`src/rtl/nmos_clk_pkg.sv`:
```
// Shared types and defaults for the two-phase non-overlapping clock-enable generator.
package nmos_clk_pkg;

  typedef enum logic [1:0] {
    S_P1 = 2'd0,
    S_G1 = 2'd1,
    S_P2 = 2'd2,
    S_G2 = 2'd3
  } state_t;

  localparam int DEF_PH1_LEN = 2;
  localparam int DEF_PH2_LEN = 2;
  localparam int DEF_GAP_LEN = 1;
  localparam int DEF_CNT_W   = 16;
  localparam int DEF_LEN_W   = 8;

  // Full C1/C2 period in main_clk cycles, ignoring HALT stretch.
  function automatic int clk_period(input int ph1, input int ph2, input int gap);
    return ph1 + ph2 + 2 * gap;
  endfunction

endpackage

```
`src/rtl/nmos_phase_timer.sv`:
```
// Phase down-counter: loads on state entry, decrements to zero, and optionally holds.
module nmos_phase_timer #(
  parameter int LEN_W = 8
) (
  input  logic             main_clk,
  input  logic             rst,
  input  logic             load,
  input  logic [LEN_W-1:0] load_val,
  input  logic             hold,
  output logic [LEN_W-1:0] count,
  output logic             expired
);

  // Reset leaves the counter at zero so the first post-reset edge sees an expired timer.
  always_ff @(posedge main_clk) begin
    if (rst) begin
      count <= '0;
    end else if (load) begin
      count <= load_val;
    end else if (!hold && (count != '0)) begin
      count <= count - 1'b1;
    end
  end

  assign expired = (count == '0);

endmodule

```
`src/rtl/nmos_clk_gen.sv`:
```
// Two-phase non-overlapping C1/C2 qualifier generator with HALT stretch and cycle counter.
// Optional single-step control (STEP_MODE/STEP) is built when NMOS_CLK_STEP_EN is defined.
module nmos_clk_gen
  import nmos_clk_pkg::*;
#(
  parameter int PH1_LEN = DEF_PH1_LEN,
  parameter int PH2_LEN = DEF_PH2_LEN,
  parameter int GAP_LEN = DEF_GAP_LEN,
  parameter int CNT_W   = DEF_CNT_W,
  parameter int LEN_W   = DEF_LEN_W
) (
  input  logic             main_clk,
  input  logic             R,
  input  logic             HALT,
`ifdef NMOS_CLK_STEP_EN
  input  logic             STEP_MODE,
  input  logic             STEP,
`endif
  output logic             C1,
  output logic             C2,
  output logic             C1_P,
  output logic             C2_P,
  output logic             SYNC,
  output logic [CNT_W-1:0] CYC_CNT,
  output state_t           dbg_state
);

  localparam int PERIOD = clk_period(PH1_LEN, PH2_LEN, GAP_LEN);
  localparam logic [LEN_W-1:0] PH1_V = LEN_W'(PH1_LEN - 1);
  localparam logic [LEN_W-1:0] PH2_V = LEN_W'(PH2_LEN - 1);
  localparam logic [LEN_W-1:0] GAP_V = (GAP_LEN > 0) ? LEN_W'(GAP_LEN - 1) : '0;

  if (PH1_LEN < 1 || PH2_LEN < 1 || GAP_LEN < 0 || PERIOD < 2 ||
      PH1_LEN >= (1 << LEN_W) || PH2_LEN >= (1 << LEN_W) || GAP_LEN >= (1 << LEN_W))
  begin : g_bad_len
    $error("nmos_clk_gen: illegal phase length parameters");
  end

  state_t             state, state_n;
  logic               stretch, stretch_n;
  logic               t_load, t_hold, t_expired;
  logic [LEN_W-1:0]   t_val, t_count;
  logic               cnt_inc;
  logic               go_p1;
  logic [CNT_W-1:0]   cyc_cnt;

  nmos_phase_timer #(.LEN_W(LEN_W)) u_timer (
    .main_clk (main_clk),
    .rst      (R),
    .load     (t_load),
    .load_val (t_val),
    .hold     (t_hold),
    .count    (t_count),
    .expired  (t_expired)
  );

`ifdef NMOS_CLK_STEP_EN
  logic step_q, step_pend, leave_g2;

  // A STEP rising edge seen while a cycle is running is remembered for the next S_G2 exit.
  assign go_p1    = !STEP_MODE || STEP || step_pend;
  assign leave_g2 = (state == S_G2) && t_expired && go_p1;

  always_ff @(posedge main_clk) begin
    if (R) begin
      step_q    <= 1'b0;
      step_pend <= 1'b0;
    end else begin
      step_q <= STEP;
      if (!STEP_MODE || leave_g2) begin
        step_pend <= 1'b0;
      end else if (STEP && !step_q) begin
        step_pend <= 1'b1;
      end
    end
  end
`else
  assign go_p1 = 1'b1;
`endif

  always_comb begin
    state_n   = state;
    stretch_n = 1'b0;
    t_load    = 1'b0;
    t_hold    = 1'b0;
    t_val     = '0;
    cnt_inc   = 1'b0;
    case (state)
      S_P1: if (t_expired) begin
        if (HALT) begin
          t_hold    = 1'b1;
          stretch_n = 1'b1;
        end else if (GAP_LEN == 0) begin
          state_n = S_P2;
          t_load  = 1'b1;
          t_val   = PH2_V;
        end else begin
          state_n = S_G1;
          t_load  = 1'b1;
          t_val   = GAP_V;
        end
      end
      S_G1: if (t_expired) begin
        state_n = S_P2;
        t_load  = 1'b1;
        t_val   = PH2_V;
      end
      S_P2: if (t_expired) begin
        cnt_inc = 1'b1;
        t_load  = 1'b1;
        if (GAP_LEN == 0) begin
          state_n = S_P1;
          t_val   = PH1_V;
        end else begin
          state_n = S_G2;
          t_val   = GAP_V;
        end
      end
      S_G2: if (t_expired && go_p1) begin
        state_n = S_P1;
        t_load  = 1'b1;
        t_val   = PH1_V;
      end
      default: state_n = S_G2;
    endcase
  end

  always_ff @(posedge main_clk) begin
    if (R) begin
      state   <= S_G2;
      stretch <= 1'b0;
      cyc_cnt <= '0;
    end else begin
      state   <= state_n;
      stretch <= stretch_n;
      if (cnt_inc) cyc_cnt <= cyc_cnt + CNT_W'(1);
    end
  end

  // stretch keeps C1_P from re-firing while HALT holds a single-cycle PHI1.
  assign C1        = (state == S_P1);
  assign C2        = (state == S_P2);
  assign C1_P      = C1 && (t_count == PH1_V) && !stretch;
  assign C2_P      = C2 && (t_count == PH2_V);
  assign SYNC      = C2 && t_expired;
  assign CYC_CNT   = cyc_cnt;
  assign dbg_state = state;

`ifndef SYNTHESIS
  always_ff @(posedge main_clk) begin
    assert (!(C1 && C2));
    assert (!C1_P || C1);
    assert (!C2_P || C2);
  end
`endif

endmodule

```
`config.mk`:
```
export PLATFORM = sky130hd
export DESIGN_NAME = nmos_clk_gen
export DESIGN_NICKNAME = d
export VERILOG_FILES = /design/src/rtl/nmos_clk_pkg.sv /design/src/rtl/nmos_phase_timer.sv /design/src/rtl/nmos_clk_gen.sv
export SDC_FILE = /design/constraint.sdc
export NUM_CORES = 1
export LEC_CHECK = 0
export BUFFER_PORTS_ARGS = -buffer_cell sky130_fd_sc_hd__buf_2
export CAP_MARGIN = 20
export CORE_MARGIN = 3
export CORE_UTILIZATION = 50
export DETAILED_ROUTE_END_ITERATION = 8
export PLACE_DENSITY = 0.73
export SLEW_MARGIN = 20
export SYNTH_ARGS = -nofsm -noshare
export SYNTH_HDL_FRONTEND = slang
export SYNTH_SLANG_ARGS = --single-unit
export TNS_END_PERCENT = 10
```
`constraint.sdc`:
```
create_clock -name main_clk -period 4.4 [get_ports main_clk]
set_input_delay 0.66 -clock main_clk [delete_from_list [all_inputs] [get_ports main_clk]]
set_output_delay 0.66 -clock main_clk [all_outputs]
set_load 0.01 [all_outputs]
```
==> results.json, run 1 <==
{
  "status": "finished, final reports clean",
  "fmax_mhz": 380,
  "finalHoldViolCount": 0,
  "leakagePower_nw": 0.655,
  "rr_endpoint": "CYC_CNT[10]",
  "totalWireLength_um": 2910,
  "synth_compound_area_frac": 0.148,
  "viasPerCell": 5.89,
  "area_growth_pct": 11.5,
  "grt_usage": 0.175,
  "ctsHoldBuffers": 0,
  "ctsResizeCount": 0,
  "grt_max_degree": 30,
  "clock_path_buffers": 2,
  "fin_worst_skew_ns": 0.00452,
  "synth_cell_types": 35,
  "start_util": 0.551,
  "worstSetupPathType": "register to output port",
  "end_kind": "output port",
  "final_antenna_net_count": 0,
  "syn_avg_cell_area_um2": 8.68,
  "slew_headroom": 0.590,
  "ir_worst_vdd_mv": 0.379,
  "portBuffers": 25,
  "crit_required_ns": 3.74,
  "gr-total-overflow": 0,
  "yosys.area_share.simple": 0.310,
  "synthAdderAreaFrac": 0.0782,
  "io_pins": 26,
  "crit_fanout": 10,
  "synth_area_mm2": 0.00144,
  "clock_insertion_delay_worst_skew_ns": 0.31,
  "async_flop_share": 0,
  "die_h_um": 59.7,
  "finalSetupTns_ns": 0,
  "synth_fp_nets": 178,
  "ys.flop_type": "dfxtp_1",
  "hold_path_class": "register to register",
  "drt-initial-drc-count": 29,
  "reg2reg_slack_ns": 2.00,
  "cts_setup_buffers": 0,
  "place_area_mm2": 0.00158,
  "fp-row-count": 18,
  "grt_pass1_wl_um": 4910,
  "power_density_mw_per_mm2": 476,
  "final.min_clock_period_ns": 2.63,
  "final_area_mm2": 0.00161,
  "cts_buffers": 3,
  "r2r_cells": 6,
  "die_w_um": 59.7,
  "post-route-drc-count": 0,
  "cap_viol_max_count": 0,
  "clk_pin_slew_ns": 0.13,
  "rr_startpoint": "dbg_state[0]",
  "worstHoldEndpoint": "CYC_CNT[15]",
  "cts_sinks": 27,
  "cts_tree": "done",
  "drt_first_pass_iters": 4,
  "synth_mux_area_frac": 0.0356,
  "root_buffer": "clkbuf_4",
  "crit_arrival_ns": 1.97,
  "setup_violations": 0,
  "drive_gt1_frac": 0.190,
  "period_share": 0.598,
  "dieArea_mm2": 0.00356,
  "via_count": 1289,
  "syn_inst": 166,
  "hold_path_depth": 2,
  "nets": 202,
  "hold_start": "CYC_CNT[15]",
  "synth_top_family_by_area": "simple AND/OR/NAND/NOR gates",
  "tightest_slew_ns": 0.612,
  "ys_seq_area_frac": 0.375,
  "synth-seq-cells": 27,
  "post_drt_wl_per_cell_um": 13.3,
  "grt_pass1_vias": 1119,
  "dpl.hpwl_um": 2090,
  "crit_path_start_kind": "register",
  "htreeDepth": 1,
  "antenna_found_initial": 0,
  "yosys_warnings": 0,
  "rsz0062_at_grt": "false",
  "place.gp.congestion": 0.774,
  "synth_edf_count": 0,
  "slew_viol_final": 0,
  "antenna_cells": 0,
  "coreArea_mm2": 0.00261,
  "synth_xor_area_frac": 0.0182
}
## power by group
| group | leakage (nW) | switching [mW] | internal (mW) |
|---|---|---|---|
| sequential | 0.220 | 0.0428 | 0.278 |
| clock | 0.0150 | 0.0687 | 0.0354 |
| combinational | 0.421 | 0.189 | 0.150 |
## how the worst max path moves through the flow
stage,from,endpoint,slack (ns),cells past startpoint
4_1_cts,u_timer.count[0],SYNC,1.74,6
6_report,u_timer.count[0],SYNC,1.77,6
3_3_place_gp,dbg_state[0],CYC_CNT[10],2.13,6
3_5_place_dp,dbg_state[0],CYC_CNT[11],2.04,6
2_1_floorplan,dbg_state[0],CYC_CNT[14],2.34,7
5_1_grt,u_timer.count[0],SYNC,1.59,6
## sequential cells by signal (all words and copies together) (netlist names)
register / count
CYC_CNT: 16
u_timer.count: 8
dbg_state: 2
stretch: 1
## cell families after synthesis
logic type | count (synthesis)
simple gates | 73
compound gates | 36
flops | 27
buf+inv | 13
fa+ha+maj | 9
mux | 5
xor+xnor | 3
## per-stage QoR
step	total power, mW	setup slack [ns]	std cells	utilization	hold WS [ns]
floorplan	0.596	2.34	166	-	0.476
global placement	0.655	2.13	215	0.604	0.455
detailed placement	0.665	2.04	215	0.604	0.474
CTS	0.772	1.74	219	0.614	0.493
global route	0.825	1.59	219	0.614	0.515
finish	0.763	1.77	219	0.614	0.490
## layout by cell type, fill, tap and decap left out
master	count
and4b_1	1
nor2_1	13
and3_1	1
mux2i_1	4
nor3_4	1
nand2b_1	1
inv_1	7
ha_1	9
buf_2	25
or4b_1	1
a21oi_1	19
dfxtp_1	27
nand2_1	13
or3_1	4
a41oi_1	1
nand3_1	10
and2_1	1
o2bb2ai_1	1
xnor2_1	1
nand3_4	1
or4_1	8
and4_1	3
and2_2	1
nor3_1	5
nand4_1	3
and3b_2	1
o31ai_1	8
nand3b_1	2
o211ai_1	2
or3_2	2
nor4b_4	1
clkbuf_4	3
xor2_1	2
mux2_2	1
o21ai_0	5
clkbuf_1	1
## synth_stat cells, drive strengths merged (2+ instances only)
master / number / area share
mux2i: 4 / 0.028
nand4: 3 / 0.013
nand2: 13 / 0.034
nor2: 13 / 0.034
and2: 2 / 0.0096
or4: 8 / 0.042
nand3: 11 / 0.047
clkbuf: 5 / 0.013
nor3: 6 / 0.029
dfxtp: 27 / 0.38
ha: 9 / 0.078
inv: 7 / 0.018
or3: 6 / 0.028
a21oi: 19 / 0.066
xor2: 2 / 0.012
o211ai: 2 / 0.010
and4: 3 / 0.018
o31ai: 8 / 0.042
nand3b: 2 / 0.010
o21ai: 5 / 0.017
## cell type report
cell class              instances  area (µm²)
flip-flops and latches         27         541
multi-input cells             126         850
clock buffers                   4        26.3
inverters                       7        26.3
fillers                       255        1010
repair buffers                 25         125
well taps                      30        37.5
## metal layers
layer,vias to the layer above,GRT usage,routed length [µm]
met2,24,0.282,1390
met1,597,0.236,1390
met5,-,0,0
met4,0,0.0665,18
li1,666,-,-
met3,2,0.0216,111
## worst max-delay path, stage by stage, from the launching register on
cell and delay, ns:
dfxtp_1 0.38, inv_1 0.09, ha_1 0.18, nor4b_4 0.53, nand3_4 0.19, inv_1 0.15, buf_2 0.14
No activity file was read; power rests on OpenSTA's default activity.
==> run 2: changes to the inputs <==
==> constraint.sdc (replaced) <==
create_clock -name main_clk -period 2.6 [get_ports main_clk]
set_input_delay 0.39 -clock main_clk [delete_from_list [all_inputs] [get_ports main_clk]]
set_output_delay 0.39 -clock main_clk [all_outputs]
set_load 0.01 [all_outputs]
==> results.json, run 2 (synthesized netlist as in run 1, its figures left out) <==
{
  "rsz0062_at_grt": "false",
  "ctsResizeCount": 0,
  "top_layer_used": "met4",
  "place.gp.congestion": 0.797,
  "slowest_stage": "nor4b_4",
  "fp-row-count": 18,
  "period_share": 0.923,
  "wl_met1_um": 1460,
  "end_kind": "output port",
  "root_buffer": "clkbuf_4",
  "cpPeakStageDelay_ns": 0.53,
  "drive_gt1_frac": 0.195,
  "gr-total-overflow": 0,
  "drt_first_pass_iters": 4,
  "cts_buffers": 3,
  "grt_max_degree": 30,
  "hold_path_class": "input pin to register",
  "drt-initial-drc-count": 65,
  "nFillCells": 232,
  "htreeDepth": 1,
  "route.met3.wl_um": 139,
  "cpMostUsedCell": "inv_1",
  "totalWireLength_um": 2980,
  "crit_required_ns": 2.21,
  "leakagePower_nw": 0.660,
  "via_count": 1318,
  "ctsHoldBuffers": 0,
  "slew_headroom": 0.590,
  "crit_fanout": 10,
  "viasPerCell": 5.99,
  "place_area_mm2": 0.00159,
  "fin_worst_skew_ns": 0.0192,
  "area_growth_pct": 12.0,
  "grt_pass1_wl_um": 5230,
  "final_area_mm2": 0.00161,
  "cts_setup_buffers": 0,
  "clock_path_buffers": 2,
  "layout_common_cells": "27 x dfxtp_1, 25 x buf_2, 19 x a21oi_1, 13 x nor2_1, 13 x nand2_1",
  "final_common_cell": "dfxtp_1",
  "antenna_found_initial": 0,
  "die_w_um": 59.7,
  "cap_viol_max_count": 0,
  "final.min_clock_period_ns": 2.40,
  "fmax_mhz": 417,
  "clk_pin_slew_ns": 0.16,
  "portBuffers": 25,
  "crit_arrival_ns": 2.01,
  "dpl.hpwl_um": 2140,
  "antenna_cells": 0,
  "path_cells": "inv_1, ha_1, nor4b_4, nand3_4, inv_1, buf_2",
  "postLayoutCoreUtil": 0.617,
  "nets": 203,
  "grt_usage": 0.186,
  "finalHoldViolCount": 0,
  "worstSetupPathType": "register to output port",
  "post-route-drc-count": 0,
  "cpLargestDelayFamily": "simple AND/OR/NAND/NOR gates",
  "cts_tree": "done",
  "cp_num_buf_inv": 3,
  "ir_worst_vdd_mv": 0.610,
  "post_drt_wl_per_cell_um": 13.6,
  "total_power_mw": 1.32,
  "final_antenna_net_count": 0,
  "clock_insertion_delay_worst_skew_ns": 0.33,
  "dieArea_mm2": 0.00356,
  "setup_violations": 0,
  "slew_viol_final": 0,
  "finalSetupTns_ns": 0,
  "grt_pass1_vias": 1200,
  "die_h_um": 59.7,
  "coreArea_mm2": 0.00261,
  "start_util": 0.551,
  "wl_met2_um": 1370,
  "largest_reg_flops": 16,
  "crit_path_start_kind": "register",
  "tightest_slew_ns": 0.613,
  "status": "finished, final reports clean",
  "io_pins": 26,
  "power_density_mw_per_mm2": 818,
  "cts_sinks": 27
}
-- run 2: through the flow --
stage	std cells	worst slack (ns)	hold slack, ns
4_1_cts	220	0.182	0.290
5_1_grt	220	0.0184	0.313
3_3_place_gp	216	0.432	0.459
3_5_place_dp	216	0.319	0.480
2_1_floorplan	166	0.544	0.476
6_report	220	0.199	0.294
-- run 2: final timing paths --
check | start | end | slack (ns) | cells after the start
hold reg to reg | CYC_CNT[15] | CYC_CNT[15] | 0.49 | 2
hold / removal | HALT | stretch | 0.29 | 3
setup / recovery | u_timer.count[1] | SYNC | 0.20 | 6
setup reg to reg | dbg_state[0] | CYC_CNT[12] | 0.25 | 6
-- run 2: metal layers --
| metal | up-vias | GRT usage |
|---|---|---|
| met5 | - | 0 |
| met4 | 0 | 0.0570 |
| met3 | 2 | 0.0324 |
| met2 | 27 | 0.310 |
| met1 | 626 | 0.243 |
| li1 | 663 | - |
-- run 2: cell type report --
class	instances	area (µm²)	area share
tap	30	37.5	0.0233
inverter	7	26.3	0.0163
multi-input combinational	126	850	0.527
clock buffer	4	26.3	0.0163
timing repair buffer	26	133	0.0822
sequential	27	541	0.335
-- run 2: tightest hold or removal path, cell delays in order --
cell	delay, ns
buf_2	0.12
nand2_1	0.05
nor3_1	0.03
-- run 2: power by group --
group / internal, mW / leakage, nW / switching, mW / total [mW]
clock: 0.0600 / 0.0150 / 0.123 / 0.183
sequential: 0.470 / 0.220 / 0.0724 / 0.542
combinational: 0.265 / 0.425 / 0.330 / 0.594
